<file path="src/rtl/bp_fe_ram_ctrl_pkg.sv">
// Shared types and default sizes for the 64x7 front-end SRAM controller.
package bp_fe_ram_ctrl_pkg;

    localparam int unsigned DEFAULT_BITS       = 7;
    localparam int unsigned DEFAULT_ADDR_WIDTH = 6;
    localparam int unsigned DEFAULT_WORD_DEPTH = 64;

    // INIT zero-fills the array; RUN serves requests.
    typedef enum logic {
        INIT,
        RUN
    } state_e;

    // Walks every entry once during the zero-fill sweep.
    typedef logic [DEFAULT_ADDR_WIDTH-1:0] sweep_addr_t;

endpackage

</file>
<file path="src/rtl/bp_fe_ram_resp_fifo.sv">
// Small synchronous FIFO that holds read data until the consumer takes it.
module bp_fe_ram_resp_fifo #(
    parameter int unsigned DEPTH = 2,
    parameter int unsigned WIDTH = 7,
    localparam int unsigned PTR_W = (DEPTH > 1) ? $clog2(DEPTH) : 1,
    localparam int unsigned CNT_W = $clog2(DEPTH + 1)
) (
    input  logic             clk,
    input  logic             reset_n,
    input  logic             push,
    input  logic [WIDTH-1:0] push_data,
    input  logic             pop,
    output logic [WIDTH-1:0] pop_data,
    output logic [CNT_W-1:0] count,
    output logic             empty,
    output logic             full
);

    logic [WIDTH-1:0] mem_q [DEPTH];
    logic [PTR_W-1:0] wr_ptr_q, rd_ptr_q;
    logic [CNT_W-1:0] count_q;

    function automatic logic [PTR_W-1:0] ptr_inc(input logic [PTR_W-1:0] p);
        return (p == PTR_W'(DEPTH - 1)) ? '0 : p + 1'b1;
    endfunction

    // Pointers and occupancy; simultaneous push and pop leave count unchanged.
    always_ff @(posedge clk) begin
        if (!reset_n) begin
            wr_ptr_q <= '0;
            rd_ptr_q <= '0;
            count_q  <= '0;
        end else begin
            if (push) wr_ptr_q <= ptr_inc(wr_ptr_q);
            if (pop)  rd_ptr_q <= ptr_inc(rd_ptr_q);
            case ({push, pop})
                2'b10:   count_q <= count_q + 1'b1;
                2'b01:   count_q <= count_q - 1'b1;
                default: count_q <= count_q;
            endcase
        end
    end

    // Storage needs no reset; occupancy decides what is valid.
    always_ff @(posedge clk) begin
        if (push) mem_q[wr_ptr_q] <= push_data;
    end

    assign pop_data = mem_q[rd_ptr_q];
    assign count    = count_q;
    assign empty    = (count_q == '0);
    assign full     = (count_q == CNT_W'(DEPTH));

endmodule

</file>
<file path="src/rtl/bp_fe_ram64x7_ctrl.sv">
// Valid/ready front end for the 64x7 SRAM macro with credit-limited read buffering.
// Define BP_FE_RAM_CTRL_INIT_EN to zero-fill the array after reset before accepting requests.
module bp_fe_ram64x7_ctrl
    import bp_fe_ram_ctrl_pkg::*;
#(
    parameter int unsigned BITS       = DEFAULT_BITS,
    parameter int unsigned WORD_DEPTH = DEFAULT_WORD_DEPTH,
    parameter int unsigned ADDR_WIDTH = DEFAULT_ADDR_WIDTH,
    parameter int unsigned RESP_DEPTH = 2
) (
    input  logic                  clk,
    input  logic                  reset_n,
    input  logic                  req_v,
    output logic                  req_ready,
    input  logic                  req_we,
    input  logic [ADDR_WIDTH-1:0] req_addr,
    input  logic [BITS-1:0]       req_wdata,
    input  logic [BITS-1:0]       req_wmask,
    output logic                  resp_v,
    input  logic                  resp_ready,
    output logic [BITS-1:0]       resp_data,
    output logic                  mem_ce,
    output logic                  mem_we,
    output logic [ADDR_WIDTH-1:0] mem_addr,
    output logic [BITS-1:0]       mem_wd,
    output logic [BITS-1:0]       mem_wmask,
    input  logic [BITS-1:0]       mem_rd
);

    localparam int unsigned CNT_W = $clog2(RESP_DEPTH + 1);

    state_e           state_q;
    logic             rd_pend_q;
    logic [CNT_W-1:0] fifo_count;
    logic             fifo_empty, fifo_full;
    logic             fire, pop, credit_ok;
    int unsigned      occ;

`ifdef BP_FE_RAM_CTRL_INIT_EN
    state_e      state_d;
    sweep_addr_t sweep_q, sweep_d;

    // State and sweep counter registers.
    always_ff @(posedge clk) begin
        if (!reset_n) begin
            state_q <= INIT;
            sweep_q <= '0;
        end else begin
            state_q <= state_d;
            sweep_q <= sweep_d;
        end
    end

    // Sweep advances every INIT cycle; leave after writing the last entry.
    always_comb begin
        state_d = state_q;
        sweep_d = sweep_q;
        if (state_q == INIT) begin
            sweep_d = sweep_q + 1'b1;
            if (sweep_q == sweep_addr_t'(WORD_DEPTH - 1)) state_d = RUN;
        end
    end
`else
    assign state_q = RUN;
`endif

    // A buffer slot is reserved at fire time, so an in-flight read counts as occupied.
    always_comb begin
        occ       = 32'(fifo_count) + 32'(rd_pend_q);
        credit_ok = (occ - 32'(pop)) < RESP_DEPTH;
    end

    assign resp_v    = reset_n && !fifo_empty;
    assign pop       = resp_v && resp_ready;
    assign req_ready = reset_n && (state_q == RUN) && credit_ok;
    assign fire      = req_v && req_ready;

    // Macro pin drive: sweep writes in INIT, request pass-through in RUN.
    always_comb begin
        mem_ce    = fire;
        mem_we    = fire && req_we;
        mem_addr  = req_addr;
        mem_wd    = req_wdata;
        mem_wmask = req_wmask;
`ifdef BP_FE_RAM_CTRL_INIT_EN
        if (state_q == INIT) begin
            mem_ce    = 1'b1;
            mem_we    = 1'b1;
            mem_addr  = sweep_q;
            mem_wd    = '0;
            mem_wmask = '1;
        end
`endif
        mem_ce = mem_ce && reset_n;
        mem_we = mem_we && reset_n;
    end

    // Macro read data is valid the cycle after a read fire.
    always_ff @(posedge clk) begin
        if (!reset_n) rd_pend_q <= 1'b0;
        else          rd_pend_q <= fire && !req_we;
    end

    bp_fe_ram_resp_fifo #(
        .DEPTH (RESP_DEPTH),
        .WIDTH (BITS)
    ) u_resp_fifo (
        .clk       (clk),
        .reset_n   (reset_n),
        .push      (rd_pend_q),
        .push_data (mem_rd),
        .pop       (pop),
        .pop_data  (resp_data),
        .count     (fifo_count),
        .empty     (fifo_empty),
        .full      (fifo_full)
    );

`ifndef SYNTHESIS
    a_no_overflow: assert property (@(posedge clk) disable iff (!reset_n)
        !(rd_pend_q && fifo_full && !pop));
`endif

endmodule

</file>
<file path="config.mk">
export PLATFORM = sky130hd
export DESIGN_NAME = bp_fe_ram64x7_ctrl
export DESIGN_NICKNAME = d
export VERILOG_FILES = /design/src/rtl/bp_fe_ram_ctrl_pkg.sv /design/src/rtl/bp_fe_ram_resp_fifo.sv /design/src/rtl/bp_fe_ram64x7_ctrl.sv
export SDC_FILE = /design/constraint.sdc
export NUM_CORES = 1
export LEC_CHECK = 0
export BUFFER_PORTS_ARGS = -buffer_cell sky130_fd_sc_hd__buf_4
export CAP_MARGIN = 40
export CORE_AREA = 2 2 42 64
export CTS_CLUSTER_SIZE = 28
export DETAILED_ROUTE_END_ITERATION = 16
export DIE_AREA = 0 0 44 66
export GPL_ROUTABILITY_DRIVEN = 0
export PLACE_DENSITY = 0.9
export SETUP_SLACK_MARGIN = 0.02
export SYNTH_ARGS = -nofsm -noshare
export SYNTH_HDL_FRONTEND = slang
export SYNTH_SLANG_ARGS = --single-unit
</file>
<file path="constraint.sdc">
create_clock -name clk -period 8.75 [get_ports clk]
set_input_delay 2.625 -clock clk [delete_from_list [all_inputs] [get_ports clk]]
set_output_delay 2.625 -clock clk [all_outputs]
set_load 0.05 [all_outputs]
</file>
### Word-level counts from Yosys, hierarchy flattened

Memories as Yosys holds them, arrays and structs flattened. A register that Yosys moved wholly into a read port is not among the register bits.
Index checks and enable logic that the tools add are counted.

* output and inout bits: 31
* input port bits: 32
* latch bits: 0
* memory bits (writable): 14
* ROM bits: 0
* bits in registers: 5
* word-level logic and storage cells: 33
* memories: 1

Memory list
* u_resp_fifo.mem_q: depth 2, bits a word 7, read ports 1, clocked after Yosys merged registers in 1, write ports 1, RTL line bp_fe_ram_resp_fifo.sv:19 `logic [WIDTH-1:0] mem_q [DEPTH];`

* reductions and logical operators: 12
* muxes and demuxes: 7
* div/mod/pow operators: 0
* multiply operators: 0
* $lt $le $gt $ge: 1
* bitwise logic cells: 0
* shift operators: 0
* add/subtract/negate cells: 6
* equal/unequal tests: 2

Operators by type and width (number)
* < comparator 32 x 2 -> 1 bit (second input constant): 1
* logical AND 1 bit: 8
* two-way mux 1 bit: 6
* one-hot mux 2 bit (2 select lines): 1
* subtractor 3 x 1 -> 4 bit: 1
* adder 2 x 1 -> 3 bit: 1
* adder 1 bit (second input constant): 2
* adder 2 x 1 -> 2 bit (second input constant): 1
* equality test 2 x 1 -> 1 bit (second input constant): 1
* equality test 2 bit (second input constant): 1
* zero test 1 bit: 2
* zero test 2 bit: 1
* nonzero test 2 bit: 1
* subtractor 2 x 1 -> 2 bit (second input constant): 1

### Depth between registers and ports, before layout

* depth after elaboration: 10
* depth in mapped cells: 9
* gate-level depth less buffers: 8

### Hierarchy

A second synthesis with hierarchy kept.

* cell total of the unflattened synthesis: 82
* area, all modules: 1028.5 sq um

Modules (own cells, without submodules)
* bp_fe_ram_resp_fifo: area an instance 719.4 sq um, times used 1, seq. area each 520.5 sq um, cells an instance 44
* bp_fe_ram64x7_ctrl: area an instance 309.0 sq um, times used 1, seq. area each 20.0 sq um, cells an instance 38

### Worst setup path before layout

No wires, ideal clock.

* kind: input-to-output
* from: in reset_n
* to: out req_ready
* data required time: 6.125 ns
* slack: 0.569 ns
* buffers on the path: 1
* cell stages on the path: 8
* data arrival time: 5.556 ns
* cell sequence: o21a_1 -> and2_1 -> buf_2 -> ha_1 -> nor2b_1 -> fa_1 -> nor2b_1 -> a21boi_0

* longest elaborated chain between the ends: 5

RTL lines
* start: declaration: RTL line bp_fe_ram64x7_ctrl.sv:12 `input logic reset_n,`
* logical AND 1 bit: RTL line bp_fe_ram64x7_ctrl.sv:73 `assign resp_v = reset_n && !fifo_empty;`
* logical AND 1 bit: RTL line bp_fe_ram64x7_ctrl.sv:74 `assign pop = resp_v && resp_ready;`
* via pop: RTL line bp_fe_ram64x7_ctrl.sv:36 `logic fire, pop, credit_ok;`
* subtractor 3 x 1 -> 4 bit: RTL line bp_fe_ram64x7_ctrl.sv:70 `credit_ok = (occ - 32'(pop)) < RESP_DEPTH;`
* < comparator 32 x 2 -> 1 bit: RTL line bp_fe_ram64x7_ctrl.sv:70
* logical AND 1 bit: RTL line bp_fe_ram64x7_ctrl.sv:75 `assign req_ready = reset_n && (state_q == RUN) && credit_ok;`
* end: declaration: RTL line bp_fe_ram64x7_ctrl.sv:14 `output logic req_ready,`

The timed path passes the listed nets, and every way through them passes these cells.

### Worst setup path in the final report

* from: in reset_n
* to: out req_ready

* longest elaborated chain between the ends: 5

RTL lines (RTL line)
* logical AND 1 bit: bp_fe_ram64x7_ctrl.sv:73
* logical AND 1 bit: bp_fe_ram64x7_ctrl.sv:74
* subtractor 3 x 1 -> 4 bit: bp_fe_ram64x7_ctrl.sv:70
* < comparator 32 x 2 -> 1 bit: bp_fe_ram64x7_ctrl.sv:70
* logical AND 1 bit *: bp_fe_ram64x7_ctrl.sv:75

Every way passes the cells marked *; elsewhere a longest branch is shown, timed or not.

==> impl_metrics.py <==
metrics = {
    "route": {
        "vias": 579,
        "finalWirelength_microns": 1571,
        "vias_per_cell": 5.216,
        "drc": 0,
        "antenna_left": 0,
        "drt_iter0_drc": 8,
        "wire_per_inst_microns": 14.15,
        "dr.pass1.iters": 2,
    },
    "yosys": {
        "netlist_instances": 83,
        "netlist_area_sq_um": 1018,
        "synth_area_per_cell_sq_um": 12.27,
        "synth_edf_count": 14,
        "synth-seq-cells": 20,
        "ys_warn_count": 0,
        "async_reset_ff_frac": 0,
        "yosysSeqAreaShare": 0.5307,
        "dominantRegCellSynth": "edfxtp_1",
        "ys_types": 25,
        "synth_nets": 119,
    },
    "cts": {
        "clock-sinks": 20,
        "htreeDepth": 1,
        "cts_resized": 0,
        "clock-root-buffer": "clkbuf_4",
        "cts_buffers": 3,
        "cts_tree": "built",
        "clockBufferDepth": 2,
        "clk_pin_slew_ns": 0.10,
        "cts_hold_repair.buffers": 0,
        "cts_setup_buffers": 0,
        "clkLatencyLatePin_ns": 0.29,
    },
    "power_and_ir_drop": {
        "leakagePower_nw": 0.4137,
        "power.net_switching_w": 0.00005616,
        "sequentialPowerShare": 0.533,
        "vdd_drop_max_mv": 0.07932,
        "p_clk_frac": 0.252,
        "finalPower_w": 0.0002040,
        "intPower_w": 0.0001479,
        "pwr_density_cell_nw_per_um2": 187.0,
        "p_sw_frac": 0.2753,
        "p_comb_frac": 0.215,
    },
    "global_routing": {
        "overflow": 0,
        "grt_pass1_wl_microns": 2408,
        "track_usage": 0.1159,
        "grt_max_degree": 12,
        "grt_pass1_vias": 571,
        "antenna_found_initial": 0,
    },
    "sta": {
        "hold_viol": 0,
        "finalWorstSetupSlack_ns": 1.423,
        "finClkSkew_ns": 0.003526,
        "fin_crit_sh": 0.8373,
        "worst_slew_pin_slew_ns": 0.6402,
        "slew_headroom": 0.5716,
        "finalSetupViolCount": 0,
        "rsz0062_at_grt": "no",
        "fin_tns_setup_ns": 0,
        "slew_viol_final": 0,
        "timing.fmax_mhz": 136.5,
        "fin_crit_ns": 7.327,
    },
    "final_layout": {
        "drive_gt1_frac": 0.3793,
        "n_antenna_cell": 0,
        "fillCellCount": 216,
        "multi_input_area_sq_um": 300.3,
        "area_growth_pct": 7.126,
        "finalNetCount": 124,
        "postLayoutCoreUtil": 0.4609,
        "seq_area_sq_um": 540.5,
    },
    "placement": {
        "portBuffers": 22,
        "dp_hpwl_microns": 1284,
        "post-place-ws_ns": 1.414,
    },
    "flow_run": {
        "maxCapViolations": 0,
    },
    "floorplan": {
        "core_region_area_sq_um": 2367,
        "num_io_pins": 63,
        "core.rowCount": 22,
        "initial_core_util": 0.4302,
        "die_h_microns": 66,
        "die_area_sq_um": 2904,
        "die_w_microns": 44,
    },
    "worst_setup_path": {
        "critPathKind": "in2out",
        "critPathLaunchType": "input port",
        "crit_required_ns": 6.12,
        "critPathMaxFanout": 6,
        "cp-end-kind": "primary output",
        "worstPathArrival_ns": 4.70,
    },
    "outcome": {
        "outcome": "finished clean",
    },
    "worst_hold_path": {
        "hold_class": "reg2reg",
    },
}
state kept, by name (all words and copies together) (netlist names), named ones only:
| register | cells |
|---|---|
| u_resp_fifo.rd_ptr_q | 1 |
| u_resp_fifo.wr_ptr_q | 1 |
| rd_pend_q | 1 |
| u_resp_fifo.mem_q | 14 |
| u_resp_fifo.count | 2 |
layout make-up:
class / count / share of cell area
sequential: 20 / 0.4954
multi-input combinational: 36 / 0.2752
timing repair buffer: 22 / 0.1514
clock buffer: 4 / 0.03326
tap: 24 / 0.02752
inverter: 5 / 0.01720
per-stage QoR:
step	instances	cell area (sq um)	hold WS, ns
finish	111	1091	0.5129
CTS	111	1091	0.5091
global route	111	1091	0.5280
global placement	107	1055	0.4457
detailed placement	107	1055	0.4897
floorplan	83	1018	0.4366
critical path: stages:
cell,delay [ns]
buf_4,0.11
o21a_1,0.13
and2_1,0.25
ha_1,0.27
nor2b_1,0.20
fa_1,0.45
nor2b_1,0.19
a21boi_0,0.25
buf_4,0.24
layout by cell type (no fill, tap or decap), types with 2 or more instances in the layout:
cell	count
mux2i_1	2
nor2b_1	3
buf_4	22
nand2_1	2
a21oi_1	2
ha_1	3
clkbuf_4	3
mux2_2	7
o21a_1	2
inv_1	5
and2_1	3
edfxtp_1	14
xnor2_1	2
dfxtp_1	6
power groups by stage:
stage / clock network [W] / registers [W] / logic [W]
6_report: 0.0000513 / 0.000109 / 0.0000439
2_1_floorplan: 0 / 0.000109 / 0.0000564
4_1_cts: 0.0000531 / 0.000109 / 0.0000444
3_3_place_gp: 0 / 0.000111 / 0.0000431
3_5_place_dp: 0 / 0.000111 / 0.0000443
5_1_grt: 0.0000572 / 0.000109 / 0.0000466
path summary, 6_finish.rpt:
check	slack, ns	from	endpoint	cells after the start
hold / removal	0.51	u_resp_fifo.rd_ptr_q$_SDFFE_PN0P_	register	1
setup reg to reg	6.43	u_resp_fifo.count[1]$_SDFFE_PN0P_	rd_pend_q$_SDFF_PN0_	8
setup / recovery	1.42	reset_n	req_ready	9
hold reg to reg	0.51	u_resp_fifo.rd_ptr_q$_SDFFE_PN0P_	register	1
cells in the mapped netlist (2+ instances only):
| cell | n | area (sq um) |
|---|---|---|
| ha_1 | 3 | 37.54 |
| nor2b_1 | 3 | 18.77 |
| inv_1 | 5 | 18.77 |
| edfxtp_1 | 14 | 420.4 |
| xnor2_1 | 2 | 17.52 |
| and2_1 | 3 | 18.77 |
| dfxtp_1 | 6 | 120.1 |
| buf_4 | 20 | 150.1 |
| o21a_1 | 2 | 15.01 |
| a21oi_1 | 2 | 10.01 |
| mux2_2 | 7 | 78.83 |
| nand2_1 | 2 | 7.510 |
| mux2i_1 | 2 | 20.02 |
cells by family after synthesis:
group / Yosys count / share of synthesized area
XOR/XNOR: 2 / 0.01720
adder cells (fa/ha/maj): 4 / 0.05652
AND/OR/NAND/NOR: 12 / 0.06512
multiplexers: 9 / 0.09706
AO/OA/AOI/OAI: 9 / 0.05897
buffers and inverters: 27 / 0.1744
flip-flops: 20 / 0.5307
layer usage:
metal / up-vias / track usage / routed length (microns)
li1: 268 / - / -
met1: 270 / 0.1076 / 536
met2: 37 / 0.1985 / 849
met3: 4 / 0.05464 / 164
met4: 0 / 0.06818 / 20
met5: - / 0 / 0
Note: power is estimated with default switching activity, not from simulation.
